--- src/rtl/branch_pkg.sv ---
// Shared branch-unit types: branch-type encodings, the deferred-branch slot
// and the redirect-address helper.
package branch_pkg;

  localparam logic [2:0] BR_NONE = 3'd0;
  localparam logic [2:0] BR_BEQ  = 3'd1;
  localparam logic [2:0] BR_BNE  = 3'd2;
  localparam logic [2:0] BR_BLT  = 3'd3;
  localparam logic [2:0] BR_BGE  = 3'd4;
  localparam logic [2:0] BR_BLTU = 3'd5;
  localparam logic [2:0] BR_BGEU = 3'd6;
  localparam logic [2:0] BR_JMP  = 3'd7;

  typedef struct packed {
    logic        valid;
    logic [31:0] pc;
    logic [31:0] target;
    logic        predictTaken;
  } br_slot_t;

  function automatic logic [31:0] next_pc(input logic [31:0] pc,
                                          input logic [31:0] target,
                                          input logic        taken);
    return taken ? target : pc + 32'd4;
  endfunction

endpackage

--- src/rtl/branch_stats.sv ---
// Resolved-branch and misprediction counters; hold when disabled, wrap freely.
module branch_stats #(
  parameter int CNT_W = 32
) (
  input  logic             clk,
  input  logic             rst,
  input  logic             en,
  input  logic [1:0]       br_inc,
  input  logic [1:0]       miss_inc,
  output logic [CNT_W-1:0] branch_cnt,
  output logic [CNT_W-1:0] miss_cnt
);

  logic [CNT_W-1:0] branch_cnt_q, branch_cnt_d;
  logic [CNT_W-1:0] miss_cnt_q, miss_cnt_d;

  always_comb begin
    branch_cnt_d = branch_cnt_q;
    miss_cnt_d   = miss_cnt_q;
    if (en) begin
      branch_cnt_d = branch_cnt_q + CNT_W'(br_inc);
      miss_cnt_d   = miss_cnt_q + CNT_W'(miss_inc);
    end
  end

  always_ff @(posedge clk) begin
    if (rst) begin
      branch_cnt_q <= '0;
      miss_cnt_q   <= '0;
    end else begin
      branch_cnt_q <= branch_cnt_d;
      miss_cnt_q   <= miss_cnt_d;
    end
  end

  assign branch_cnt = branch_cnt_q;
  assign miss_cnt   = miss_cnt_q;

endmodule

--- src/rtl/branch_resolve.sv ---
// Branch resolution: EX/MEM misprediction detection, redirect, flush,
// registered predictor update and statistics.
module branch_resolve
  import branch_pkg::*;
#(
  parameter int IDX_W = 6,
  parameter int CNT_W = 32
) (
  input  logic             clk,
  input  logic             rst,
  input  logic             stall,
  input  logic [2:0]       ex_branchType,
  input  logic             ex_predictTaken,
  input  logic [31:0]      ex_pc,
  input  logic [31:0]      ex_target,
  input  logic             ex_condReady,
  input  logic             ex_taken,
  input  logic             mem_taken,
  output logic             correctAtEX,
  output logic             correctAtMEM,
  output logic [31:0]      redirect_pc,
  output logic             flush_idex,
  output logic             upd_valid,
  output logic [IDX_W-1:0] upd_addr,
  output logic             upd_taken,
  output logic [CNT_W-1:0] branch_cnt,
  output logic [CNT_W-1:0] miss_cnt
);

  br_slot_t         slot_q, slot_d;
  logic             squash_q, squash_d;
  logic             upd_valid_q, upd_valid_d;
  logic [IDX_W-1:0] upd_addr_q, upd_addr_d;
  logic             upd_taken_q, upd_taken_d;

  logic active, mem_res, mem_mis;
  logic is_jmp, ex_ready, ex_actual, ex_live, ex_res, ex_mis, ex_defer;
  logic [1:0] br_inc, miss_inc;

  always_comb begin
    // A reset cycle behaves like a frozen cycle so a pending slot never fires.
    active    = !stall && !rst;
    mem_res   = slot_q.valid && active;
    mem_mis   = mem_res && (mem_taken != slot_q.predictTaken);

    is_jmp    = (ex_branchType == BR_JMP);
    ex_ready  = is_jmp || ex_condReady;
    ex_actual = is_jmp || ex_taken;
    ex_live   = (ex_branchType != BR_NONE) && active && !squash_q && !mem_mis;
    ex_res    = ex_live && ex_ready;
    ex_mis    = ex_res && (ex_actual != ex_predictTaken);
    ex_defer  = ex_live && !ex_ready;

    correctAtEX  = ex_mis;
    correctAtMEM = mem_mis;
    flush_idex   = ex_mis || mem_mis;
    redirect_pc  = '0;
    if (mem_mis)
      redirect_pc = next_pc(slot_q.pc, slot_q.target, mem_taken);
    else if (ex_mis)
      redirect_pc = next_pc(ex_pc, ex_target, ex_actual);

    br_inc   = {1'b0, mem_res} + {1'b0, ex_res};
    miss_inc = {1'b0, mem_mis} + {1'b0, ex_mis};

    slot_d      = slot_q;
    squash_d    = squash_q;
    upd_valid_d = upd_valid_q;
    upd_addr_d  = upd_addr_q;
    upd_taken_d = upd_taken_q;
    if (!stall) begin
      slot_d.valid = ex_defer;
      if (ex_defer) begin
        slot_d.pc           = ex_pc;
        slot_d.target       = ex_target;
        slot_d.predictTaken = ex_predictTaken;
      end
      squash_d    = ex_mis || mem_mis;
      upd_valid_d = mem_res || ex_res;
      // The MEM branch is older, so it owns the update port when both resolve.
      if (mem_res) begin
        upd_addr_d  = slot_q.pc[IDX_W+1:2];
        upd_taken_d = mem_taken;
      end else if (ex_res) begin
        upd_addr_d  = ex_pc[IDX_W+1:2];
        upd_taken_d = ex_actual;
      end
    end
  end

  // ---- resolution / update register boundary ----
  always_ff @(posedge clk) begin
    if (rst) begin
      slot_q      <= '0;
      squash_q    <= 1'b0;
      upd_valid_q <= 1'b0;
      upd_addr_q  <= '0;
      upd_taken_q <= 1'b0;
    end else begin
      slot_q      <= slot_d;
      squash_q    <= squash_d;
      upd_valid_q <= upd_valid_d;
      upd_addr_q  <= upd_addr_d;
      upd_taken_q <= upd_taken_d;
    end
  end

  assign upd_valid = upd_valid_q && !stall;
  assign upd_addr  = upd_addr_q;
  assign upd_taken = upd_taken_q;

  branch_stats #(.CNT_W(CNT_W)) u_stats (
    .clk        (clk),
    .rst        (rst),
    .en         (!stall),
    .br_inc     (br_inc),
    .miss_inc   (miss_inc),
    .branch_cnt (branch_cnt),
    .miss_cnt   (miss_cnt)
  );

endmodule

--- config.mk ---
export PLATFORM = sky130hd
export DESIGN_NAME = branch_resolve
export DESIGN_NICKNAME = d
export VERILOG_FILES = /design/src/rtl/branch_pkg.sv /design/src/rtl/branch_stats.sv /design/src/rtl/branch_resolve.sv
export SDC_FILE = /design/constraint.sdc
export NUM_CORES = 1
export LEC_CHECK = 0
export CAP_MARGIN = 20
export CELL_PAD_IN_SITES_DETAIL_PLACEMENT = 0
export CELL_PAD_IN_SITES_GLOBAL_PLACEMENT = 1
export CORE_ASPECT_RATIO = 2
export CORE_UTILIZATION = 40
export DETAILED_ROUTE_END_ITERATION = 10
export HOLD_SLACK_MARGIN = 0.02
export PLACE_DENSITY = 0.95
export SETUP_SLACK_MARGIN = 0.2
export SYNTH_ARGS = -nofsm -noshare
export SYNTH_HDL_FRONTEND = slang
export SYNTH_HIERARCHICAL = 1
export SYNTH_SLANG_ARGS = --single-unit
--- constraint.sdc ---
create_clock -name clk -period 11.6 [get_ports clk]
set_clock_uncertainty 0.2 [all_clocks]
set_input_delay 1.74 -clock clk [delete_from_list [all_inputs] [get_ports clk]]
set_output_delay 1.74 -clock clk [all_outputs]
set_load 0.005 [all_outputs]
==> results of run 1 <==
[sequential cells by signal, summed over array words and instances, names as in the netlist]
register and count:
slot_q 66, u_stats/branch_cnt 32, u_stats/miss_cnt 32, upd_addr 6, squash_q 1, upd_taken 1
upd_valid_q 1
[cell usage after synthesis, drive strengths merged]
master | count | area [um2]
a211oi | 8 | 60.1
a21o | 1 | 7.51
a21oi | 133 | 666
a22o | 2 | 17.5
a311o | 2 | 20.0
and2 | 3 | 18.8
and3 | 7 | 43.8
and4 | 8 | 70.1
buf | 31 | 184
clkbuf | 40 | 154
dfxtp | 139 | 2780
fa | 2 | 40.0
ha | 10 | 125
inv | 39 | 146
mux2 | 7 | 78.8
mux2i | 24 | 240
nand2 | 169 | 634
nand2b | 2 | 12.5
nand3 | 38 | 200
nand3b | 2 | 18.8
nand4 | 26 | 181
nand4b | 2 | 32.5
nand4bb | 2 | 22.5
nor2 | 99 | 374
nor2b | 10 | 62.6
nor3 | 28 | 156
nor3b | 1 | 7.51
nor4 | 23 | 215
nor4b | 1 | 8.76
o211ai | 1 | 7.51
o21a | 1 | 7.51
o21ai | 23 | 115
o22ai | 11 | 68.8
o311ai | 1 | 8.76
o31a | 1 | 8.76
o31ai | 24 | 180
o32ai | 16 | 163
o41ai | 3 | 26.3
or2 | 7 | 43.8
or3 | 20 | 125
or4 | 26 | 203
xnor2 | 36 | 315
xor2 | 34 | 298
[placed cells by master, fill, tap and decap left out, drive strengths merged, types with 2 or more instances in the layout]
cell type / instances
dfxtp: 139
and4: 8
nand2b: 2
or3: 20
clkinvlp: 2
bufinv: 3
o31ai: 24
clkbuf: 20
and3: 7
ha: 10
a211oi: 8
nand4b: 2
nor3: 28
a21oi: 133
buf: 9
or4: 26
mux2i: 24
o22ai: 11
nand2: 169
nor2: 99
a311o: 2
a22o: 2
xor2: 34
or2: 7
mux2: 7
nor2b: 10
o21ai: 23
nand3b: 2
inv: 39
o41ai: 3
nand4bb: 2
nor4: 23
clkinv: 6
fa: 2
xnor2: 36
clkdlybuf4s50: 178
and2: 3
nand3: 38
o32ai: 16
nand4: 26
[report_power, final]
part	internal, uW	switching [uW]	leakage, uW
clock	342	215	0.000286
combinational	49.4	57.7	0.00203
sequential	484	5.19	0.00112
[worst paths after layout]
path | start | to | slack (ns) | cells after the start
max reg2reg | slot_q[0] | u_stats/miss_cnt[28] | 6.53 | 14
max | stall | redirect_pc[27] | 4.27 | 10
min reg2reg | slot_q[12] | slot_q[12] | 0.25 | 2
min | slot_q[12] | slot_q[12] | 0.25 | 2
[per-layer routing]
| layer | wire length (um) | vias up | track usage [%] |
|---|---|---|---|
| met3 | 1080 | 47 | 3.93 |
| met4 | 777 | 0 | 11.9 |
| met1 | 9400 | 3907 | 26.0 |
| li1 | - | 4032 | - |
| met5 | 0 | - | 0 |
| met2 | 13600 | 241 | 44.1 |
[cell families (layout without fill, tap and decap cells)]
group | after synthesis | count (layout) | share of synthesized area, %
AOI/OAI and AO/OA | 227 | 227 | 16.6
muxes | 31 | 31 | 3.91
DFF | 139 | 139 | 34.1
buffers and inverters | 110 | 257 | 5.94
adders and majority gates | 12 | 12 | 2.03
other | 0 | 1 | 0
and+or+nand+nor | 474 | 474 | 29.8
xor gates and xnor gates | 70 | 70 | 7.52
[area by class of cell]
class,count,area share [%]
multi-input cells,814,46.2
clock buffers,20,4.22
flip-flops and latches,139,26.3
well taps,262,3.09
repair buffers,187,17.4
diodes,1,0.0236
clock inverters,11,1.38
inverters,39,1.38
[stage by stage]
stage,area [um2],worst slack (ns)
global route,10600,3.97
global placement,10000,4.44
floorplan,8150,5.75
detailed placement,10000,4.30
CTS,10600,4.25
finish,10600,4.27
[worst max-delay path: stages]
cell and delay, ns:
clkdlybuf4s50_1 0.62, nor3b_1 0.33, and2_1 0.35, inv_2 0.36, o311ai_1 0.32, nand2b_1 0.23
buf_4 0.38, inv_1 0.21, a311o_1 0.39, clkdlybuf4s50_1 0.45
==> summary.md, run 1 <==
| Metric | Value |
|---|---|
| Die extent in x | 103 um |
| Grt total ovfl | 0 |
| Layout cells sized above 1 | about 6.2% |
| Hold buffers post-CTS | 0 |
| Final Hold Viols | 0 |
| DRC viols | 0 |
| Dpl hpwl | around 17,000 um |
| Pwr/cell area | 109 nW/um2 |
| # setup viols final | 0 |
| Die area | 21,000 um2 |
| First drt pass iteration count | 5 |
| Ys Warns | 6 |
| Peak Freq | roughly 140 MHz |
| Worst min path class | reg2reg |
| Vias | 8,227 |
| Max-Cap Viols | 0 |
| TritonCTS Sinks | approximately 140 |
| Post-synthesis cell area | 8150 um2 |
| CTS Buf Count | 17 |
| Initial antenna violation count | 1 |
| VDD IR max | 0.0000929 V |
| Setup_tns | 0 ns |
| Layout Utilization | around 53% |
| Worst-path maximum fanout | 32 |
| Worst hold slack | 0.253 ns |
| CTS tree | done |
| Critical path type | in2out |
| Clock Latency Late Sink | between 0.4 and 0.5 ns |
| Tot GR Track Use | approximately 24% |
| Area grow syn2layout | 29.9% |
| Final #Nets | between 1k and 1.5k |
| Starting Density | slightly above 40% |
| Mean Syn Cell Area | approximately 7.7 um2 |
| Final worst path period share | about 63% |
| Worst rel slew slack | between 30% and 40% |
| Fillers | about 2k |
| H-tree levels | 4 |
| Startpoint types | input port |
| Crit path DAT | 5.39 ns |
| Pwr Total | 1150 uW |
| Synthesized netlist cell count | ~1.1k |
| GP Congestion | 0.819 |
| Initial DRC Count | around 320 |
| Count of pins over their slew limit | 0 |
| Run status | completed |
| Sequential Area | roughly 2800 um2 |
| Vias in the first global route | a little under 8k |
| First-pass GRT wire length | 39,200 um |
| Worst endpoint required time | 9.66 ns |
| Placement row count | 73 |
| Postcts setup bufs | 0 |
| Unique cell type count in the Yosys netlist | between 60 and 70 |
| Finished Layout Cells | between 1k and 1.5k |
| I/O pin total | 181 |
| Inst Count DP | roughly 1.4k |
| Wire per inst | 16.9 um |
| Register area share after synthesis | between 30% and 40% |
| Post-CTS resize count | 0 |
| Flops & latches, synth | 139 |
| Drt total wl | 24,800 um |
| Antenna-violating nets left | 0 |
| Clock Path Buffers | 2 |
| Min Tclk post-route | roughly 7.3 ns |
| Multi-input logic area | 4890 um2 |
| Worst-path clk slew | roughly 0.06 ns |
| Largest net degree at the start of global routing | 86 |
| Slew @ Worst Pin | approximately 0.95 ns |
| I/O Buffers | between 150 and 200 |
| Lkg Pwr | between 0.003 and 0.004 uW |
| Clock root buffer | clkbuf_16 |
| Die Y | approximately 200 um |
| Unrepaired setup endpoints after global routing | no |
| Via/cell ratio | ~5.6 |
| Core area | approximately 20,000 um2 |
| Setup crit end kind | output pin |
| Syn Nets | between 1k and 1.5k |
No activity file was read; power rests on OpenSTA's default activity.
==> run 2, diff against run 1 <==
--- a/config.mk
+++ b/config.mk
@@ -9,10 +9,10 @@
 export CELL_PAD_IN_SITES_DETAIL_PLACEMENT = 0
 export CELL_PAD_IN_SITES_GLOBAL_PLACEMENT = 1
 export CORE_ASPECT_RATIO = 2
-export CORE_UTILIZATION = 40
+export CORE_UTILIZATION = 37
 export DETAILED_ROUTE_END_ITERATION = 10
 export HOLD_SLACK_MARGIN = 0.02
-export PLACE_DENSITY = 0.95
+export PLACE_DENSITY = 0.92
 export SETUP_SLACK_MARGIN = 0.2
 export SYNTH_ARGS = -nofsm -noshare
 export SYNTH_HDL_FRONTEND = slang
==> constraint.sdc (replaced) <==
create_clock -name clk -period 7.65 [get_ports clk]
set_clock_uncertainty 0.2 [all_clocks]
set_input_delay 1.1475 -clock clk [delete_from_list [all_inputs] [get_ports clk]]
set_output_delay 1.1475 -clock clk [all_outputs]
set_load 0.005 [all_outputs]
==> run 2 against run 1 <==
Net effect:
- first-iteration DRC count grew 20%
- utilization down 4.0 points
- final area grew 0.20%
- register-to-register slack worse by 3.9 ns
- count of clock-buffer cells in the layout stayed put
- sequential share of layout area fell by 0.052 points
- via count fell by 0.34%
- worst setup slack got worse by 3.0 ns
- clock power up 51%
- critical path depth decreased by 1
- largest cell class unchanged
- highest routed layer is now met5
==> summary.md, run 2 (synthesis results as in run 1) <==
| Metric | Value |
|---|---|
| Run status | completed (unchanged) |
| VDD IR max | 0.0000956 V (was 0.0000929 V) |
| Postcts setup bufs | 0 (unchanged) |
| Max-Cap Viols | 0 (unchanged) |
| GP Congestion | 0.827 (was 0.819) |
| Placement row count | 76 (was 73) |
| Fillers | 2,110 (was 1,992) |
| Count of pins over their slew limit | 0 (unchanged) |
| Finished Layout Cells | 1,485 (was 1,473) |
| Commonest non-fill, non-tap cell in the layout | clkdlybuf4s50_1 (unchanged) |
| Final #Nets | 1,285 (was 1,284) |
| Sequential Area | 2780 um2 (unchanged) |
| Worst rel slew slack | 28.3% (was 36.6%) |
| CTS Buf Count | 17 (unchanged) |
| Antenna-violating nets left | 0 (unchanged) |
| Pwr/cell area | 165 nW/um2 (was 109 nW/um2) |
| Tot GR Track Use | 22.6% (was 24.1%) |
| I/O pin total | 181 (unchanged) |
| Area grow syn2layout | 30.2% (was 29.9%) |
| Max reg flops | 66 (unchanged) |
| Worst path max stage delay | 0.75 ns (was 0.62 ns) |
| Hold buffers post-CTS | 0 (unchanged) |
| First-pass GRT wire length | 40,100 um (was 39,200 um) |
| Startpoint types | input port (unchanged) |
| Min Tclk post-route | roughly 6.3 ns |
| Unrepaired setup endpoints after global routing | no (unchanged) |
| Layout cells sized above 1 | 6.44% (was 6.20%) |
| Inserted Diodes | 0 (was 1) |
| Lkg Pwr | 0.00344 uW (about the same) |
| Reg with most FFs | slot_q (unchanged) |
| I/O Buffers | 180 (unchanged) |
| Slew @ Worst Pin | 1.07 ns (was 0.950 ns) |
| Crit-path slowest cell | clkdlybuf4s50_1 (unchanged) |
| Die extent in x | 107 um (was 103 um) |
| # setup viols final | 0 (unchanged) |
| Placed cell area | 10,000 um2 (was 10000 um2) |
| Wire per inst | 17.1 um (was 16.9 um) |
| Worst min path class | reg2reg (unchanged) |
| Commonest cells after routing, fill and taps aside | 178 x clkdlybuf4s50_1, 169 x nand2_1, 139 x dfxtp_1 (unchanged) |
| Setup crit end kind | output pin (unchanged) |
| Via/cell ratio | 5.52 (was 5.59) |
| First drt pass iteration count | 7 (was 5) |
| Post-CTS resize count | 0 (unchanged) |
| Grt total ovfl | 0 (unchanged) |
| Drt total wl | 25,400 um (was 24,800 um) |
| Largest net degree at the start of global routing | 78 (was 86) |
| Setup_tns | 0 ns (unchanged) |
| Core area | 21,600 um2 (was 19,900 um2) |
| Final Hold Viols | 0 (unchanged) |
| Multi-input logic area | 4890 um2 (unchanged) |
| Inst Count DP | 1,453 (was 1,441) |
| H-tree levels | 4 (unchanged) |
| Dpl hpwl | 17,700 um (was 17,400 um) |
| Worst-path maximum fanout | 32 (unchanged) |
| DRC viols | 0 (unchanged) |
| Worst-path clk slew | 0.07 ns (was 0.06 ns) |
| Vias | 8,199 (was 8,227) |
| Worst endpoint required time | 6.30 ns (was 9.66 ns) |
| Die area | 22,700 um2 (was 21,000 um2) |
| R2r setup slk | 2.65 ns (was 6.53 ns) |
| Initial antenna violation count | 1 (unchanged) |
| Clock Path Buffers | 2 (unchanged) |
| Layout Utilization | 49.2% (was 53.2%) |
| Peak Freq | between 150 and 200 MHz |
| Crit path cell chain | clkdlybuf4s50_1, nor3b_1, and2_1, inv_2, o311ai_1, nand2b_1, buf_4, o32ai_1, clkdlybuf4s50_1 (was clkdlybuf4s50_1, nor3b_1, and2_1, inv_2, o311ai_1, nand2b_1, buf_4, inv_1, a311o_1, clkdlybuf4s50_1) |
| Clock Latency Late Sink | 0.42 ns (about the same) |
| Initial DRC Count | 386 (was 321) |
| TritonCTS Sinks | 139 (unchanged) |
| Vias in the first global route | 7,830 (was 7,924) |
| Clock root buffer | clkbuf_16 (unchanged) |
| Post-Layout Inst Area | 10,600 um2 (about the same) |
| Final worst path period share | 83.0% |
| Starting Density | 37.8% (was 40.9%) |
| CP most frequent cell | clkdlybuf4s50_1 (unchanged) |
| Die Y | 212 um (was 204 um) |
| Crit path DAT | 5.00 ns (was 5.39 ns) |
| Critical path type | in2out (unchanged) |
| CTS tree | done (unchanged) |
## run 2: cell count changes in the layout (fill, tap and decap cells not counted)
cell / change
diode_2: -1
bufinv_16: -1
clkinv_2: -2
clkinvlp_4: +2
buf_4: +1
clkbuf_1: -1
inv_6: +2
clkbuf_8: +1
## run 2: layer usage
metal / share of wire, % / routed length [um] / GRT usage, %
met1: 38 / 9600 / 23.9
met2: 55 / 13900 / 42.9
met3: 4.4 / 1120 / 3.88
met4: 3.1 / 776 / 9.54
met5: 0.039 / 10 / 0
## run 2: through the flow
step	worst slack (ns)	total power (uW)	hold slack [ns]
global route	1.05	1820	0.272
floorplan	2.39	834	0.231
detailed placement	1.13	922	0.247
global placement	1.24	920	0.238
finish	1.30	1750	0.254
CTS	1.31	1760	0.255
## run 2: cell type report
class                   count  share of cell area, %
clock inverters            12                   1.31
clock buffers              20                   4.30
well taps                 273                   3.22
inverters                  39                   1.38
flip-flops and latches    139                   26.2
multi-input cells         814                   46.1
repair buffers            188                   17.5
## run 2: critical path: cells and delay by family
family,cells,cell delay (ns)
AOI/OAI and AO/OA,2,0.76
buffers and inverters,4,2.24
and+or+nand+nor,3,0.83
## run 2: path summary, 6_finish.rpt
check	start	to	cells after the start
worst max-delay path	stall	redirect_pc[28]	9
worst max register to register	slot_q[0]	u_stats/miss_cnt[28]	13
worst min register to register	slot_q[11]	slot_q[11]	2
worst min-delay path	slot_q[11]	slot_q[11]	2
## run 2: report_power, final
part           total, uW  leakage [uW]  switching (uW)  internal, uW
clock network        841      0.000279             340           501
registers            741       0.00112            8.09           733
logic                165       0.00203            89.9          75.3
